`config.mk`:
```
export PLATFORM = sky130hd
export DESIGN_NAME = alu_seq_exec
export DESIGN_NICKNAME = d
export VERILOG_FILES = /design/src/rtl/alu_pkg.sv /design/src/rtl/alu_comb_core.sv /design/src/rtl/alu_seq_exec.sv
export SDC_FILE = /design/constraint.sdc
export NUM_CORES = 1
export LEC_CHECK = 0
export CAP_MARGIN = 10
export CORE_ASPECT_RATIO = 1.4
export CORE_MARGIN = 2
export CORE_UTILIZATION = 65
export CTS_BUF_LIST = sky130_fd_sc_hd__clkbuf_2
export DETAILED_ROUTE_END_ITERATION = 12
export MAX_ROUTING_LAYER = met4
export PLACE_DENSITY = 0.94
export SLEW_MARGIN = 20
export SYNTH_ARGS = -nofsm -noshare
export SYNTH_HDL_FRONTEND = slang
export SYNTH_HIERARCHICAL = 1
export SYNTH_SLANG_ARGS = --single-unit
```
`constraint.sdc`:
```
create_clock -name clk -period 5.58 [get_ports clk]
set_input_delay 0.837 -clock clk [delete_from_list [all_inputs] [get_ports clk]]
set_output_delay 0.837 -clock clk [all_outputs]
set_load 0.05 [all_outputs]
```
`src/rtl/alu_pkg.sv`:
```
// Shared ALU op-code enum, FSM states and op-class helpers for the execute stage.
// The ALU controller imports the same alu_op_e so both ends agree on encoding.
package alu_pkg;

  localparam int unsigned DEFAULT_WIDTH = 32;

  typedef enum logic [3:0] {
    OP_AND  = 4'h0,
    OP_OR   = 4'h1,
    OP_XOR  = 4'h2,
    OP_ADD  = 4'h3,
    OP_SUB  = 4'h4,
    OP_SRL  = 4'h5,
    OP_SRA  = 4'h6,
    OP_SLL  = 4'h7,
    OP_SLA  = 4'h8,
    OP_EQ   = 4'h9,
    OP_NE   = 4'hA,
    OP_SLT  = 4'hB,
    OP_GE   = 4'hC,
    OP_LUI  = 4'hD,
    OP_ILL0 = 4'hE,
    OP_ILL1 = 4'hF
  } alu_op_e;

  typedef enum logic [1:0] {
    S_IDLE  = 2'd0,
    S_SHIFT = 2'd1,
    S_DONE  = 2'd2
  } state_e;

  function automatic logic is_shift_op(alu_op_e op);
    return op inside {OP_SRL, OP_SRA, OP_SLL, OP_SLA};
  endfunction

  function automatic logic is_cmp_op(alu_op_e op);
    return op inside {OP_EQ, OP_NE, OP_SLT, OP_GE};
  endfunction

endpackage

```
`src/rtl/alu_comb_core.sv`:
```
// Purely combinational single-cycle ALU ops; shift codes pass operand A through
// so a zero-amount shift completes in one cycle like any other op.
module alu_comb_core
  import alu_pkg::*;
#(
  parameter int unsigned WIDTH = DEFAULT_WIDTH
) (
  input  logic [3:0]       i_op,
  input  logic [WIDTH-1:0] i_a,
  input  logic [WIDTH-1:0] i_b,
  output logic [WIDTH-1:0] o_result_c,
  output logic             o_cond_c,
  output logic             o_illegal_c
);

  alu_op_e w_op;
  assign w_op = alu_op_e'(i_op);

  always_comb begin
    o_result_c  = '0;
    o_cond_c    = 1'b0;
    o_illegal_c = 1'b0;
    case (w_op)
      OP_AND:  o_result_c = i_a & i_b;
      OP_OR:   o_result_c = i_a | i_b;
      OP_XOR:  o_result_c = i_a ^ i_b;
      OP_ADD:  o_result_c = i_a + i_b;
      OP_SUB:  o_result_c = i_a - i_b;
      OP_SRL, OP_SRA, OP_SLL, OP_SLA: o_result_c = i_a;
      OP_EQ:   o_cond_c = (i_a == i_b);
      OP_NE:   o_cond_c = (i_a != i_b);
      OP_SLT:  o_cond_c = ($signed(i_a) <  $signed(i_b));
      OP_GE:   o_cond_c = ($signed(i_a) >= $signed(i_b));
      OP_LUI:  o_result_c = i_b;
      default: o_illegal_c = 1'b1;
    endcase
    // Compare results are the condition bit zero-extended.
    if (is_cmp_op(w_op)) o_result_c = WIDTH'(o_cond_c);
  end

endmodule

```
`src/rtl/alu_seq_exec.sv`:
```
// Execute-stage ALU: single-cycle ops via alu_comb_core, iterative 1-bit/cycle
// shifts, valid/ready on both sides so the pipeline can stall on long shifts.
module alu_seq_exec
  import alu_pkg::*;
#(
  parameter int unsigned WIDTH = DEFAULT_WIDTH
) (
  input  logic             clk,
  input  logic             rst_n,
  input  logic             flush,
  input  logic             in_valid,
  output logic             in_ready,
  input  logic [3:0]       operation,
  input  logic [WIDTH-1:0] src_a,
  input  logic [WIDTH-1:0] src_b,
  output logic             out_valid,
  input  logic             out_ready,
  output logic [WIDTH-1:0] result,
  output logic             branch_taken,
  output logic             illegal_op
);

  localparam int unsigned SHAMT_W = $clog2(WIDTH);

  state_e             r_state, w_state_nxt;
  alu_op_e            r_op, w_op_nxt;
  logic [WIDTH-1:0]   r_work, w_work_nxt;
  logic [SHAMT_W-1:0] r_cnt, w_cnt_nxt;
  logic [WIDTH-1:0]   r_result, w_result_nxt;
  logic               r_branch, w_branch_nxt;
  logic               r_illegal, w_illegal_nxt;
  logic               r_in_ready, w_in_ready_nxt;
  logic               r_out_valid, w_out_valid_nxt;

  alu_op_e            w_op;
  logic [SHAMT_W-1:0] w_shamt;
  logic               w_accept;
  logic               w_shift_start;
  logic [WIDTH-1:0]   w_step;
  logic [WIDTH-1:0]   w_core_result;
  logic               w_core_cond;
  logic               w_core_illegal;

  assign w_op          = alu_op_e'(operation);
  assign w_shamt       = src_b[SHAMT_W-1:0];
  assign w_accept      = in_valid && r_in_ready && !flush;
  assign w_shift_start = w_accept && is_shift_op(w_op) && (w_shamt != '0);

  alu_comb_core #(.WIDTH(WIDTH)) u_core (
    .i_op        (operation),
    .i_a         (src_a),
    .i_b         (src_b),
    .o_result_c  (w_core_result),
    .o_cond_c    (w_core_cond),
    .o_illegal_c (w_core_illegal)
  );

  // One-bit shift step on the working register.
  always_comb begin
    w_step = r_work;
    case (r_op)
      OP_SRL:  w_step = {1'b0, r_work[WIDTH-1:1]};
      OP_SRA:  w_step = {r_work[WIDTH-1], r_work[WIDTH-1:1]};
      OP_SLL:  w_step = {r_work[WIDTH-2:0], 1'b0};
      OP_SLA:  w_step = {r_work[WIDTH-1], r_work[WIDTH-3:0], 1'b0};
      default: w_step = r_work;
    endcase
  end

  always_ff @(posedge clk or negedge rst_n) begin
    if (!rst_n) r_state <= S_IDLE;
    else        r_state <= w_state_nxt;
  end

  // Flush overrides every transition, including accept and the out handshake.
  always_comb begin
    w_state_nxt = r_state;
    case (r_state)
      S_IDLE:  if (w_accept) w_state_nxt = w_shift_start ? S_SHIFT : S_DONE;
      S_SHIFT: if (r_cnt == SHAMT_W'(1)) w_state_nxt = S_DONE;
      S_DONE:  if (out_ready) w_state_nxt = S_IDLE;
      default: w_state_nxt = S_IDLE;
    endcase
    if (flush) w_state_nxt = S_IDLE;
  end

  always_comb begin
    w_op_nxt        = r_op;
    w_work_nxt      = r_work;
    w_cnt_nxt       = r_cnt;
    w_result_nxt    = r_result;
    w_branch_nxt    = r_branch;
    w_illegal_nxt   = r_illegal;
    w_in_ready_nxt  = (w_state_nxt == S_IDLE);
    w_out_valid_nxt = (w_state_nxt == S_DONE);
    if (flush) begin
      w_cnt_nxt = '0;
    end else begin
      case (r_state)
        S_IDLE: begin
          if (w_accept) begin
            w_op_nxt = w_op;
            if (w_shift_start) begin
              w_work_nxt = src_a;
              w_cnt_nxt  = w_shamt;
            end else begin
              w_result_nxt  = w_core_result;
              w_branch_nxt  = w_core_cond;
              w_illegal_nxt = w_core_illegal;
            end
          end
        end
        S_SHIFT: begin
          w_work_nxt = w_step;
          w_cnt_nxt  = r_cnt - SHAMT_W'(1);
          if (r_cnt == SHAMT_W'(1)) begin
            w_result_nxt  = w_step;
            w_branch_nxt  = 1'b0;
            w_illegal_nxt = 1'b0;
          end
        end
        default: ;
      endcase
    end
  end

  always_ff @(posedge clk or negedge rst_n) begin
    if (!rst_n) begin
      r_op        <= OP_AND;
      r_work      <= '0;
      r_cnt       <= '0;
      r_result    <= '0;
      r_branch    <= 1'b0;
      r_illegal   <= 1'b0;
      r_in_ready  <= 1'b1;
      r_out_valid <= 1'b0;
    end else begin
      r_op        <= w_op_nxt;
      r_work      <= w_work_nxt;
      r_cnt       <= w_cnt_nxt;
      r_result    <= w_result_nxt;
      r_branch    <= w_branch_nxt;
      r_illegal   <= w_illegal_nxt;
      r_in_ready  <= w_in_ready_nxt;
      r_out_valid <= w_out_valid_nxt;
    end
  end

  assign in_ready     = r_in_ready;
  assign out_valid    = r_out_valid;
  assign result       = r_result;
  assign branch_taken = r_branch;
  assign illegal_op   = r_illegal;

endmodule

```
==> impl_metrics.tcl, run 1 <==
set metrics [dict create \
    synth.area.top_cells "dfrtp_1, ha_1, nor2_1, a21oi_1, nand2_1" \
    pre_cts_ws_ns 0.970 \
    numCtsBuffers 9 \
    cts_tree "built" \
    clock-sinks 79 \
    gr-usage-all-layers_pct 43.1 \
    final-hold-violation-count 0 \
    first_global_vias 10587 \
    postCtsSetupBuffers 0 \
    p_leak_nw 4.86 \
    clk_latency_ns 0.60 \
    min-delay-path-class "in2async" \
    path_clk_slew_ns 0.24 \
    path_cells "clkdlybuf4s50_1 > inv_1 > ha_1 > nor4_1 > nand2_1 > o21ai_1 > o2111ai_1 > a21oi_1 > o41a_2 > nand2_1 > a221o_1 > a22oi_1 > nor2_1 > o31ai_2" \
    ys_seq_area_share_pct 19.4 \
    netlist_area_mm2 0.0102 \
    worst_pin_slew_ns 1.07 \
    drv_slew 0 \
    rows 54 \
    area_delta_synth_final_pct 11.7 \
    hold_buffers 0 \
    status "complete, no violations" \
    yosysUniqueCellTypes 100 \
    antenna_found_initial 1 \
    synth.area.mux_share_pct 0.944 \
    worst_setup_path_start_kind "primary input" \
    vias 11217 \
    fin_crit_ns 4.11 \
    routed_via_density 7.17 \
    p_per_area_mw_per_mm2 241 \
    synth_area_per_cell_um2 7.79 \
    arrival_ns 4.63 \
    ios 109 \
    ys_seq_elements 79 \
    synth_compound_area_share_pct 38.6 \
    dieArea_mm2 0.0167 \
    drive_gt1_share_pct 12.4 \
    synth_cells 1310 \
    postPlaceCellArea_mm2 0.0112 \
    drt-wirelength-per-cell_um 22.4 \
    firstDrtPassIters 7 \
    p_total_mw 2.74 \
    fmaxAchievable_mhz 244 \
    cts_buffer_depth 2 \
    grt_overflow_total 0 \
    cts_root_buf "clkbuf_2" \
    relSlewSlack_pct 28.6 \
    port_buffers 108 \
    initial_core_util_pct 66.0 \
    place_congestion 1.03 \
    core_area_mm2 0.0155 \
    synth_fa_ha_area_share_pct 13.5 \
    synth_common_cells "nor2_1, nand2_1, ha_1, inv_1, a21oi_1" \
    synth_top_family_by_area "compound AO/OA/AOI/OAI gates" \
    tns_ns 0 \
    end_kind "flip-flop" \
    nNetsFinal 1544 \
    finalWorstSetupSlack_ns 1.47 \
    ant_nets 0 \
    rsz0062_at_grt "no" \
    die_y_um 152 \
    finalSetupViolations 0 \
    criticalPathCategory "in2reg" \
    synth_xor_area_share_pct 0.601 \
    drv_cap 0 \
    wl_mm 35.1 \
    cp_slowest_stage_delay_ns 0.61 \
    drc 0 \
    yosysTopAreaCell "dfrtp_1" \
    dr.first_iter.drc_count 1746 \
    skew_ns 0.0251 \
    synth_edf_count 0 \
    crit_required_ns 6.11 \
    grt_max_degree 80 \
    syn_nets 1492 \
    synth-main-ff-cell "dfrtp_1" \
    crit_slowest_cell "clkdlybuf4s50_1" \
    synthArstFlopShare_pct 100 \
    min_period_over_period_pct 73.6 \
    cts_resized 0 \
    yosys_warnings 6 \
    synth.top_cell.area_share_pct 19.1 \
    peakVddDrop_mv 0.223 \
    final_area_mm2 0.0114 \
    crit_fanout 10 \
    die_w_um 110 \
    synth_most_common_cell "nor2_1" \
    grt_pass1_wl_mm 55.4 \
    crit_top_cell "nand2_1" \
    yosys.area_share.simple_pct 18.2 \
    hpwl_mm 25.7 \
    h-tree-depth 3 \
    utilization_pct 73.7 \
]
[cell type report]
cell class	instances	area [um2]
clock buffers	10	50.0
inverters	107	402
multi-input cells	1033	7370
clock inverters	6	70.1
repair buffers	132	1280
diodes	1	2.50
well taps	196	245
fillers	1182	4070
flip-flops and latches	79	1980
[state kept, by name, summed over array words and instances (netlist names)]
register,cells
r_work,32
result,32
r_cnt,5
r_op,4
r_state,2
branch_taken,1
illegal_op,1
in_ready,1
out_valid,1
[per-stage QoR]
stage               std cells  hold WS, ns
floorplan                1310        0.466
global placement         1546        0.466
detailed placement       1546        0.476
CTS                      1562        0.380
global route             1564       0.0537
finish                   1564       0.0691
[layout by cell type (no fill, tap or decap), types with 22 or more instances in the layout]
cell | Yosys | routed
a221oi_1 | 23 | 23
o31ai_2 | 31 | 31
nor2_1 | 138 | 138
clkdlybuf4s50_1 | 0 | 107
o21ai_0 | 73 | 72
buf_4 | 6 | 24
a21oi_2 | 32 | 32
nor3_1 | 24 | 22
o31ai_1 | 40 | 40
a21oi_1 | 88 | 87
ha_1 | 107 | 107
a221o_1 | 40 | 40
dfrtp_1 | 78 | 78
nand2_1 | 114 | 114
inv_1 | 100 | 100
[final timing paths]
kind,from,endpoint,slack [ns],depth (start not counted)
worst max-delay path,src_a[6],result[21]$_DFFE_PN0P_,1.47,14
worst min-delay path,rst_n,illegal_op$_DFFE_PN0P_,0.07,1
worst max register to register,r_state[0]$_DFF_PN0_,r_cnt[4]$_DFFE_PN0P_,2.96,5
worst min register to register,result[8]$_DFFE_PN0P_,result[8]$_DFFE_PN0P_,0.52,2
max in group asynchronous,rst_n,result[5]$_DFFE_PN0P_,4.88,2
min in group clk,result[8]$_DFFE_PN0P_,result[8]$_DFFE_PN0P_,0.52,2
[per-layer routing]
layer	vias to the layer above	routed length [um]	GRT usage, %
li1	4956	-	-
met1	5240	12800	53.2
met2	805	16400	65.8
met3	216	3780	9.45
met4	0	2090	20.9
met5	-	0	-
[logic make-up after synthesis]
family / count (synthesis)
xor gates and xnor gates: 7
AOI/OAI and AO/OA: 517
DFF: 79
muxes: 9
adders and majority gates: 109
buffers and inverters: 198
and+or+nand+nor: 391
[worst max-delay path: cells and delay by family]
kind / cells / cell delay (ns)
AO/OA/AOI/OAI: 7 / 1.79
adder cells (fa/ha/maj): 1 / 0.43
buffers and inverters: 2 / 0.68
AND/OR/NAND/NOR: 4 / 0.88
[power by group]
| part | internal, mW | switching [mW] |
|---|---|---|
| clock | 0.107 | 0.223 |
| combinational | 0.518 | 0.977 |
| sequential | 0.732 | 0.187 |
| total | 1.36 | 1.39 |
Note: power is estimated with default switching activity, not from simulation.
==> run 2, diff against run 1 <==
CORE_UTILIZATION = 54   (was 65)
PLACE_DENSITY = 0.84   (was 0.94)
clock period = 3.5 ns   (was 5.58 ns; I/O delays follow)
==> run 2 against run 1 <==
Effect of this change: core utilization decreased by 0.46 points; via count up 8.8%; clock skew rose by 0.023 ns; final cell count rose by 20%; critical path type unchanged; sequential cell count is the same; cell area grew 19%; register-to-register slack lost 2.0 ns; count of clock-buffer cells in the layout decreased by 1; setup slack lost 1.4 ns; non-clock buffer count increased by 265; sequential power rose by 60%.
==> impl_metrics.tcl, run 2 (synthesized netlist as in run 1, its figures left out) <==
set metrics [dict create \
    drv_cap 0 \
    die_y_um 167 \
    p_seq_share_pct 30.4 \
    rows 59 \
    skew_ns 0.0477 \
    p_sw_share_pct 49.1 \
    ios 109 \
    min-delay-path-class "in2async" \
    drt-wirelength-per-cell_um 21.2 \
    clk_latency_ns 0.59 \
    clkPwrFrac_pct 12.2 \
    firstDrtPassIters 7 \
    cts_tree "built" \
    fillers 1444 \
    wl_mm 39.9 \
    grt_overflow_total 0 \
    crit_required_ns 4.02 \
    instances_no_fill 1877 \
    arrival_ns 3.91 \
    final-hold-violation-count 0 \
    hpwl_mm 30.4 \
    clock-sinks 79 \
    postCtsSetupBuffers 0 \
    drv_slew 0 \
    worst_setup_path_start_kind "primary input" \
    p_leak_nw 6.19 \
    port_buffers 108 \
    pre_cts_ws_ns -0.571 \
    worst_pin_slew_ns 0.899 \
    final_area_mm2 0.0136 \
    relSlewSlack_pct 40.0 \
    r2r-end "r_work[16]$_DFFE_PN0P_" \
    p_int_mw 2.46 \
    fmaxAchievable_mhz 294 \
    grt_max_degree 80 \
    dr.first_iter.drc_count 1445 \
    nNetsFinal 1809 \
    routed_via_density 6.50 \
    ant_nets 0 \
    finalWorstSetupSlack_ns 0.104 \
    peakVddDrop_mv 0.258 \
    h-tree-depth 3 \
    hold_slack_ns 0.482 \
    place_congestion 1.02 \
    rsz0062_at_grt "yes" \
    placed_cells 1859 \
    drive_gt1_share_pct 27.0 \
    numCtsBuffers 9 \
    postPlaceCellArea_mm2 0.0134 \
    layout_commonest_cell "buf_4" \
    p_switching_mw 2.37 \
    utilization_pct 73.2 \
    criticalPathCategory "in2reg" \
    rrSetupSlack_ns 0.94 \
    area_delta_synth_final_pct 33.0 \
    worstReg2RegStart "r_op[0]$_DFFE_PN0P_" \
    status "complete, no violations" \
    tns_ns 0 \
    cts_buffer_depth 2 \
    end_kind "flip-flop" \
    crit_fanout 7 \
    min_period_over_period_pct 97.0 \
    antenna_found_initial 1 \
    vias 12207 \
    initial_core_util_pct 55.1 \
    crit_path_start "src_a[4]" \
    gr-usage-all-layers_pct 40.1 \
    cts_root_buf "clkbuf_2" \
    layout_common_cells "buf_4, nor2_1, nand2_1" \
    worstSetupEndpoint "result[25]$_DFFE_PN0P_" \
    grt_pass1_wl_mm 62.1 \
    fin_crit_ns 3.40 \
    power_frac_comb_pct 57.4 \
    ff2ff_path_depth 5 \
    core_area_mm2 0.0185 \
    die_w_um 120 \
    p_per_area_mw_per_mm2 356 \
    path_clk_slew_ns 0.30 \
    dieArea_mm2 0.0200 \
    drc 0 \
    finalSetupViolations 0 \
    p_total_mw 4.83 \
    first_global_vias 11764 \
]
==> run 2: metal layers <==
metal	GRT usage (%)	wire, um	vias up
li1	-	-	5491
met1	47.9	15200	5788
met3	4.66	3620	164
met4	17.7	1820	0
met5	-	0	-
met2	67.4	19300	764
==> run 2: final cells by class <==
class                      count  area [um2]  share of cell area (%)
sequential                    79        1980                    14.6
clock inverter                 7        85.1                   0.627
tap                          244         305                    2.25
inverter                     107         402                    2.96
clock buffer                   9        45.0                   0.332
multi-input combinational   1033        7420                    54.7
antenna                        1        2.50                  0.0184
timing repair buffer         397        3330                    24.5
==> run 2: timing repair <==
item / CTS / global route
hold endpoints to repair: 0 / 35
gates resized for setup: 0 / 10
hold buffers: 0 / 1
setup endpoints to repair: 0 / 8
==> run 2: power groups by stage <==
stage | Sequential [mW] | Combinational, mW | Clock (mW)
3_3_place_gp | 1.46 | 2.65 | 0
6_report | 1.47 | 2.77 | 0.591
2_1_floorplan | 1.81 | 1.22 | 0
3_5_place_dp | 1.47 | 2.71 | 0
5_1_grt | 1.49 | 2.94 | 0.615
4_1_cts | 1.45 | 2.72 | 0.589
==> run 2: worst min-delay path by stage <==
stage,start,end,slack (ns),depth (start not counted)
after floorplan,rst_n,branch_taken$_DFFE_PN0P_,0.23,0
after global placement,result[0]$_DFFE_PN0P_,result[0]$_DFFE_PN0P_,0.47,2
after detailed placement,illegal_op$_DFFE_PN0P_,illegal_op$_DFFE_PN0P_,0.47,2
after CTS,rst_n,r_op[1]$_DFFE_PN0P_,0.08,1
after global routing,rst_n,r_op[1]$_DFFE_PN0P_,0.52,2
final,rst_n,r_state[0]$_DFF_PN0_,0.48,2
==> run 2: critical path, stage by stage <==
cell and delay, ns:
clkdlybuf4s50_1 0.55, inv_1 0.07, ha_1 0.40, nor2b_1 0.09, o21ai_0 0.22, o21ai_2 0.13
o2111ai_2 0.26, a21oi_2 0.11, o41a_2 0.54, o41ai_1 0.43, nor4_1 0.09, nor2_1 0.15
nor2_1 0.10, o31ai_2 0.24
